$ cat src/rtl/shift_sequencer.sv
// Multi-cycle shifter/rotator: an accepted operand is stepped one bit per
// clock in RUN, and the final value is presented with a one-cycle done pulse.
module shift_sequencer (
  input  logic       clk,
  input  logic       rst_n,
  input  logic       start,
  input  logic [1:0] op,
  input  logic [7:0] in,
  input  logic [7:0] shift,
  output logic [7:0] result,
  output logic       busy,
  output logic       done
);

  localparam logic [1:0] OP_SLL = 2'b00;
  localparam logic [1:0] OP_SRL = 2'b01;
  localparam logic [1:0] OP_SRA = 2'b10;
  localparam logic [1:0] OP_ROR = 2'b11;

  typedef enum logic [1:0] {
    IDLE = 2'b00,
    RUN  = 2'b01,
    DONE = 2'b10
  } state_t;

  state_t     state;
  state_t     state_nx;
  logic [1:0] op_q;
  logic [1:0] op_nx;
  logic [7:0] result_nx;
  logic [7:0] stepped;
  logic [3:0] count;
  logic [3:0] count_nx;
  logic [3:0] eff;

  // Rotates wrap modulo 8; shifts saturate at 8 since further steps change nothing.
  always_comb begin
    eff = 4'd0;
    if (op == OP_ROR)
      eff = {1'b0, shift[2:0]};
    else if (shift >= 8'd8)
      eff = 4'd8;
    else
      eff = shift[3:0];
  end

  always_comb begin
    stepped = result;
    case (op_q)
      OP_SLL:  stepped = {result[6:0], 1'b0};
      OP_SRL:  stepped = {1'b0, result[7:1]};
      OP_SRA:  stepped = {result[7], result[7:1]};
      OP_ROR:  stepped = {result[0], result[7:1]};
      default: stepped = result;
    endcase
  end

  always_comb begin
    state_nx  = state;
    op_nx     = op_q;
    result_nx = result;
    count_nx  = count;
    case (state)
      IDLE, DONE: begin
        state_nx = IDLE;
        if (start) begin
          op_nx     = op;
          result_nx = in;
          count_nx  = eff;
          state_nx  = (eff != 4'd0) ? RUN : DONE;
        end
      end
      RUN: begin
        result_nx = stepped;
        count_nx  = (count != 4'd0) ? (count - 4'd1) : 4'd0;
        if (count <= 4'd1)
          state_nx = DONE;
      end
      default: state_nx = IDLE;
    endcase
  end

  // busy/done are registered from the next state so they are glitch-free flops.
  always_ff @(posedge clk or negedge rst_n) begin
    if (!rst_n) begin
      state  <= IDLE;
      op_q   <= OP_SLL;
      result <= 8'h00;
      count  <= 4'd0;
      busy   <= 1'b0;
      done   <= 1'b0;
    end else begin
      state  <= state_nx;
      op_q   <= op_nx;
      result <= result_nx;
      count  <= count_nx;
      busy   <= (state_nx == RUN);
      done   <= (state_nx == DONE);
    end
  end

endmodule

$ cat config.mk
export PLATFORM = sky130hd
export DESIGN_NAME = shift_sequencer
export DESIGN_NICKNAME = d
export VERILOG_FILES = /design/src/rtl/shift_sequencer.sv
export SDC_FILE = /design/constraint.sdc
export NUM_CORES = 1
export LEC_CHECK = 0
export CAP_MARGIN = 0
export CORE_MARGIN = 8
export CORE_UTILIZATION = 41
export DETAILED_ROUTE_END_ITERATION = 12
export PLACE_DENSITY = 0.7
export RECOVER_POWER = 25
export SLEW_MARGIN = 20
export SYNTH_ARGS = -nofsm -noshare
export SYNTH_HDL_FRONTEND = slang
export SYNTH_SLANG_ARGS = --single-unit
$ cat constraint.sdc
create_clock -name clk -period 1.2 [get_ports clk]
set_input_delay 0.36 -clock clk [delete_from_list [all_inputs] [get_ports clk]]
set_output_delay 0.36 -clock clk [all_outputs]
set_load 0.01 [all_outputs]
## Word-level counts from Yosys, hierarchy flattened

Index checks and enable logic that the tools add are counted.

- Multiplexer cells: 12
- Reduce and logical (&&, ||, !) cells: 9
- $add $sub $neg: 1
- Equal/unequal tests: 10
- $lt $le $gt $ge: 2

Operators with widths:

| kind | number |
|---|---|
| case mux 8 bit (4 select lines) | 1 |
| two-way mux 4 bit | 4 |
| case mux 8 bit (2 select lines) | 1 |
| == test 2 bit (second input constant) | 5 |
| greater-or-equal comparator 8 x 4 -> 1 bit (second input constant) | 1 |
| two-way mux 8 bit | 1 |
| case mux 4 bit (2 select lines) | 1 |
| nonzero test 4 bit | 2 |
| == test 2 x 1 -> 1 bit (second input constant) | 3 |
| two-way mux 2 bit | 3 |
| <= comparator 4 x 1 -> 1 bit (second input constant) | 1 |
| logical NOT 2 bit | 2 |
| != test 2 bit (second input constant) | 2 |
| case mux 2 bit (2 select lines) | 1 |
| AND reduction 2 bit | 2 |
| subtractor 4 x 1 -> 4 bit (second input constant) | 1 |
| AND reduction 3 bit | 1 |
| nonzero test 2 bit | 1 |
| OR reduction 2 bit | 1 |

- Logic and storage cells: 41
- Output and inout bits: 10
- Input bits: 21
- Register bits: 18

## Depth between registers and ports, before layout

Gate-level depths: netlist (run 1).

- Depth after elaboration: 8
- Mapped depth: 5
- Gate-level depth less buffers: 4

## Worst setup path before layout (run 1)

Ideal clock, no wire load.

- Kind: input to register
- From: input shift[7]
- To: register count[0]
- Slack: -0.193 ns
- Data required time: 1.122 ns
- Arrival: 1.315 ns
- Buffers on the path: 0
- Library setup time: 0.078 ns
- Stages on the path: 4
- Cells stage by stage: or4_4 o21ai_4 and2_4 o2bb2ai_1

- Cells in the longest elaborated chain, start to end: 5

RTL lines:

| item | RTL line | RTL |
|---|---|---|
| start, declared | 9 | `input logic [7:0] shift,` |
| greater-or-equal comparator 8 x 4 -> 1 bit | 41 | `else if (shift >= 8'd8)` |
| two-way mux 4 bit | 41 |  |
| two-way mux 4 bit | 39 | `if (op == OP_ROR)` |
| two-way mux 4 bit | 66 | `if (start) begin` |
| case mux 4 bit (2 select lines) | 63 | `case (state)` |
| end signal, assigned | 96 | `count <= count_nx;` |
| end, declared | 32 | `logic [3:0] count;` |

Every way passes these cells. The select of a mux whose other input is x is not followed.
A chain may end at the register's enable or synchronous reset.

## Worst setup path after layout (run 1)

- From: input shift[7]
- To: register count[1]

The elaborated chain is that of the path after synthesis.

==> reports/qor.txt, run 1 <==
Slew Limit Fails - 0
Final setup viols - 5
DIE AREA - 0.00434 sq mm
Worst Slack Setup Final - -49.5 ps
core area - 0.00241 sq mm
Die Width - 65.9 um
post-synthesis compound-gate area fraction - 0.248
most frequent cells in the layout - 22 x buf_4, 17 x nand2_1, 17 x dfrtp_1
CP Max Fanout - 5
FF-to-FF path depth - 5
routability congestion estimate - 0.798
fmax - 0.800 GHz
max-cap viol count - 0
crit path cell chain - clkbuf_2 > or4_4 > o21ai_4 > and2_4 > a21o_1
Pleak - 0.731 nW
synthesized flop and latch total - 18
layout cells sized above 1 - 0.417
Remaining DRCs - 0
Synth cell types - 31
Synth Area in Simple Gates - 0.206
Final ANT Viol Nets - 0
Clk Latency, worst-skew pair - 290 ps
Avg WL per Cell - 15.8 um
Hold Crit Class - input port to flop
Crit path arrival time - 1480 ps
Ys Warns - 0
peak supply drop - 0.00159 V
Final Util - 0.679
hold buffers post-CTS - 0
Pwr Density - 2540 mW/mm^2
Synth Instances - 114
Worst Setup EP - count[1]
Reg2Reg Setup Slack - -30 ps
CTS buffer count - 3
global route overflow - 0
failing checks - negative setup slack
Worst-Margin Slew - 477 ps
final hold vios - 0
TritonCTS clock tree - done
status - finished with violations
Crit. Startpoint - shift[7]
period utilization - 1.04
vias in the first global route - 1051
floorplan row count - 18
skew final - 4.24 ps
H-Tree Depth - 1
r2r startpoint - op_q[0]
Port Buffer Count - 30
mux cell area share after synthesis - 0.0686
syn nets - 135
P&R area growth vs syn - 60.2%
HPWL after DPL - 2160 um
Layout Nets - 191
FF-to-FF End - result[2]
antenna violations before repair - 0
Final min period - 1250 ps
CP Capture Type - flop
Worst-path clk slew - 100 ps
clk buf depth - 2
slowest cell on the critical path - or4_4
vias per inst - 5.47
Relative slew margins - 0.682
first-pass GRT wire length - 4860 um
RSZ-0062 raised after global routing - yes
critical path class - input port to flop
CTS sink count - 18
element type at the critical path start - input port
ANT cells - 0
most common cell after layout, fill and taps aside - buf_4
Syn Std Cell Area - 0.00102 sq mm
sum of negative setup slack - -140 ps
sequential share of the synthesized area - 0.441
CP max stage delay - 530 ps
Starting Density - 0.424
gr usage total - 0.139
XOR/XNOR share of the synthesized area - 0
number of detailed-route iterations in the first pass - 5
Starting DRT DRC Count - 36
Post-Synth Adder-Cell Area - 0
Layout fillers - 191
critical path data required time - 1430 ps
routed wire length - 3130 um
pin count of the biggest net entering global routing - 19
largest family of logic cells by synthesized area - compound AO/OA/AOI/OAI gates
Vias - 1083
Mean Syn Cell Area - 8.96 sq um
Die Ht - 65.9 um
clock root cell - clkbuf_4
Ports - 31
flip-flops by register name, summed over array words and instances (netlist names):
name,cells
result,8
busy,1
done,1
state,2
op_q,2
count,4
layer usage:
metal | routed length, um | track usage
met1 | 1370 | 0.167
met2 | 1560 | 0.240
met3 | 154 | 0.0339
met4 | 43 | 0.0409
met5 | 0 | 0
where the power goes:
group / internal, mW / total, mW / switching, mW
clock network: 0.117 / 0.303 / 0.187
logic: 1.36 / 2.68 / 1.32
registers: 0.906 / 1.17 / 0.259
worst max-delay path, delay by kind of cell:
family | cells | cell delay [ps]
AOI/OAI and AO/OA | 2 | 320
and+or+nand+nor | 2 | 720
buffers and inverters | 1 | 80
synth_stat cells:
| master | count | area share |
|---|---|---|
| nand2b_1 | 2 | 0.012 |
| nand2_1 | 18 | 0.066 |
| a21o_1 | 1 | 0.0074 |
| or2_2 | 1 | 0.0061 |
| nand3b_1 | 1 | 0.0074 |
| or3_1 | 1 | 0.0061 |
| nand3_1 | 1 | 0.0049 |
| o22ai_1 | 6 | 0.037 |
| o21ai_0 | 11 | 0.054 |
| o211ai_1 | 1 | 0.0074 |
| nor3_1 | 3 | 0.015 |
| buf_2 | 3 | 0.015 |
| a221o_1 | 1 | 0.0098 |
| nor2_4 | 1 | 0.011 |
| o32ai_1 | 3 | 0.026 |
| clkbuf_1 | 3 | 0.011 |
| mux2i_1 | 7 | 0.069 |
| nor2_1 | 4 | 0.015 |
| inv_2 | 1 | 0.0037 |
| dfrtp_1 | 18 | 0.44 |
| or4_4 | 1 | 0.011 |
| a21oi_1 | 7 | 0.034 |
| o21ai_1 | 1 | 0.0049 |
| nor2b_1 | 6 | 0.037 |
| o21ai_4 | 1 | 0.016 |
| a211oi_1 | 5 | 0.037 |
| a31oi_1 | 1 | 0.0061 |
| inv_1 | 2 | 0.0074 |
| nor4_1 | 1 | 0.0061 |
| and2_4 | 1 | 0.0086 |
| o2bb2ai_1 | 1 | 0.0086 |
timing repair:
item	4_1_cts	5_1_grt
cloned	0	1
setup endpoints to repair	27	23
resized for setup	70	19
setup buffers	1	3
pin swaps	10	12
metrics by stage:
stage / total power, mW / instance area [sq um] / std cells / hold slack, ps / worst slack, ps
floorplan: 2.33 / 1020 / 114 / 64.4 / -193
global placement: 3.32 / 1510 / 190 / 538 / -617
detailed placement: 3.38 / 1510 / 190 / 556 / -644
CTS: 3.73 / 1550 / 194 / 409 / -71.5
global route: 4.45 / 1640 / 198 / 441 / -70.5
finish: 4.15 / 1640 / 198 / 419 / -49.5
cell type report:
class | instances | area (sq um) | area share
repair buffers | 57 | 477 | 0.292
inverters | 3 | 11.3 | 0.00689
flip-flops and latches | 18 | 452 | 0.276
well taps | 30 | 37.5 | 0.0230
multi-input cells | 87 | 636 | 0.389
clock buffers | 3 | 22.5 | 0.0138
kinds of logic (layout without fill, tap and decap cells):
kind of cell / after synthesis / after routing
muxes: 7 / 7
buffers and inverters: 9 / 63
DFF: 18 / 18
and+or+nand+nor: 41 / 41
AOI/OAI and AO/OA: 39 / 39
worst min path at each step:
stage | start | to | slack, ps | depth (start not counted)
final | shift[2] | count[2] | 420 | 3
after floorplan | rst_n | busy | 60 | 0
after detailed placement | count[3] | count[2] | 560 | 2
after CTS | rst_n | result[1] | 410 | 2
after global placement | count[3] | count[2] | 540 | 2
after global routing | shift[2] | count[2] | 440 | 3
(Power assumes the default switching activity.)
==> run 2, diff against run 1 <==
Settings changed: CORE_MARGIN 8 to 4.
==> reports/qor.txt, run 2 (same netlist as run 1, synthesis figures left out) <==
status - finished with violations
failing checks - negative setup slack
Worst-Margin Slew - 475 ps
crit path cell chain - nor2_2 > buf_6 > nor2b_4 > a211oi_2 > o22ai_1
layout cells sized above 1 - 0.401
Ports - 31
WP buf/inv - 1
delay-heaviest family, CP - flip-flops
element type at the critical path start - flop
CP max stage delay - 440 ps
skew final - 1.76 ps
critical path class - flop to flop
Worst-path clk slew - 110 ps
Hold Crit Class - input port to flop
RSZ-0062 raised after global routing - yes
first-pass GRT wire length - 4670 um
Remaining DRCs - 0
clk buf depth - 2
TritonCTS clock tree - done
Relative slew margins - 0.683
Final min period - 1250 ps
max-cap viol count - 0
HPWL after DPL - 2070 um
Avg WL per Cell - 16.2 um
Final Cell Area - 0.00163 sq mm
DIE AREA - 0.00335 sq mm
Clk Latency, worst-skew pair - 300 ps
routed wire length - 3160 um
final hold vios - 0
Slew Limit Fails - 0
core area - 0.00230 sq mm
number of detailed-route iterations in the first pass - 4
CTS buffer count - 3
Port Buffer Count - 30
Final setup viols - 10
most frequent cells in the layout - 19 x buf_4, 18 x nand2_1, 17 x dfrtp_1
Final ANT Viol Nets - 0
critical path data required time - 1390 ps
peak supply drop - 0.00154 V
antenna violations before repair - 0
gr usage total - 0.178
Die Ht - 57.9 um
Clock Power Share - 0.090
Most flops, register - result
Crit path arrival time - 1440 ps
H-Tree Depth - 1
Regs by FF count - result x8, count x4
Vias - 1096
Die Width - 57.9 um
max reg flops - 8
combinational power share - 0.635
CP Max Fanout - 6
Worst Slack Setup Final - -51.1 ps
setup slack after placement - -683 ps
floorplan row count - 17
switch share - 0.422
Final Util - 0.711
sw power - 1.81 mW
ANT cells - 0
global route overflow - 0
Post-DP Area - 0.00150 sq mm
Layout Nets - 189
Starting Density - 0.444
clock root cell - clkbuf_4
vias in the first global route - 1065
Pwr Density - 2620 mW/mm^2
CP Capture Type - flop
routability congestion estimate - 0.805
P&R area growth vs syn - 60.0%
Reg power frac - 0.275
Int Power - 2.48 mW
Starting DRT DRC Count - 29
fmax - 0.799 GHz
period utilization - 1.04
most common cell after layout, fill and taps aside - buf_4
slowest cell on the critical path - dfrtp_1
CTS sink count - 18
hold buffers post-CTS - 0
Pleak - 0.726 nW
vias per inst - 5.62
pin count of the biggest net entering global routing - 22
run 2: final cells by class:
type	instances	area, sq um
Tap cell	28	35.0
Sequential cell	18	452
Fill cell	186	663
Inverter	3	11.3
Timing Repair Buffer	55	465
Clock buffer	4	36.3
Multi-Input combinational cell	87	634
run 2: worst register-to-register path, cell delays in order, from the launching register on:
cell,delay (ps)
dfrtp_1,440
nor2_2,180
buf_6,170
nor2b_4,40
a211oi_2,210
o22ai_1,110
run 2: stage by stage:
stage                     power [mW]  hold slack [ps]  cells  setup TNS, ps
after floorplan                 2.33             64.4    114          -1000
after global placement          3.33              535    187          -8090
after detailed placement        3.40              560    187          -8610
after CTS                       3.76              393    192           -285
after global routing            4.57              534    195           -770
final                           4.29              529    195           -199
run 2: path summary, 6_finish.rpt:
check                          from   endpoint  slack, ps  cells past startpoint
min reg2reg                count[3]   count[2]        590                      2
min                        shift[5]   state[1]        530                      5
min in group asynchronous     rst_n  result[2]        540                      2
max reg2reg                 op_q[0]  result[3]        -50                      5
max                         op_q[0]  result[3]        -50                      5
max in group asynchronous     rst_n   state[0]        310                      2
run 2: layer usage:
metal | global-route usage | wire length [um] | vias to the layer above
met5 | 0 | 0 | -
met2 | 0.306 | 1580 | 47
met4 | 0.0662 | 20 | 0
met3 | 0.0267 | 245 | 2
met1 | 0.223 | 1320 | 522
li1 | - | - | 525
run 2: timing repair:
item	CTS	global route
setup buffers	1	2
gates cloned	0	1
endpoints found under the setup margin	27	24
pin swaps	10	14
gates resized for setup	61	25
run 2: power groups by stage:
| stage | clock network (mW) | registers, mW | logic, mW |
|---|---|---|---|
| 2_1_floorplan | 0 | 1.22 | 1.11 |
| 3_3_place_gp | 0 | 1.10 | 2.23 |
| 3_5_place_dp | 0 | 1.11 | 2.29 |
| 4_1_cts | 0.396 | 1.12 | 2.24 |
| 5_1_grt | 0.414 | 1.22 | 2.94 |
| 6_report | 0.388 | 1.18 | 2.72 |
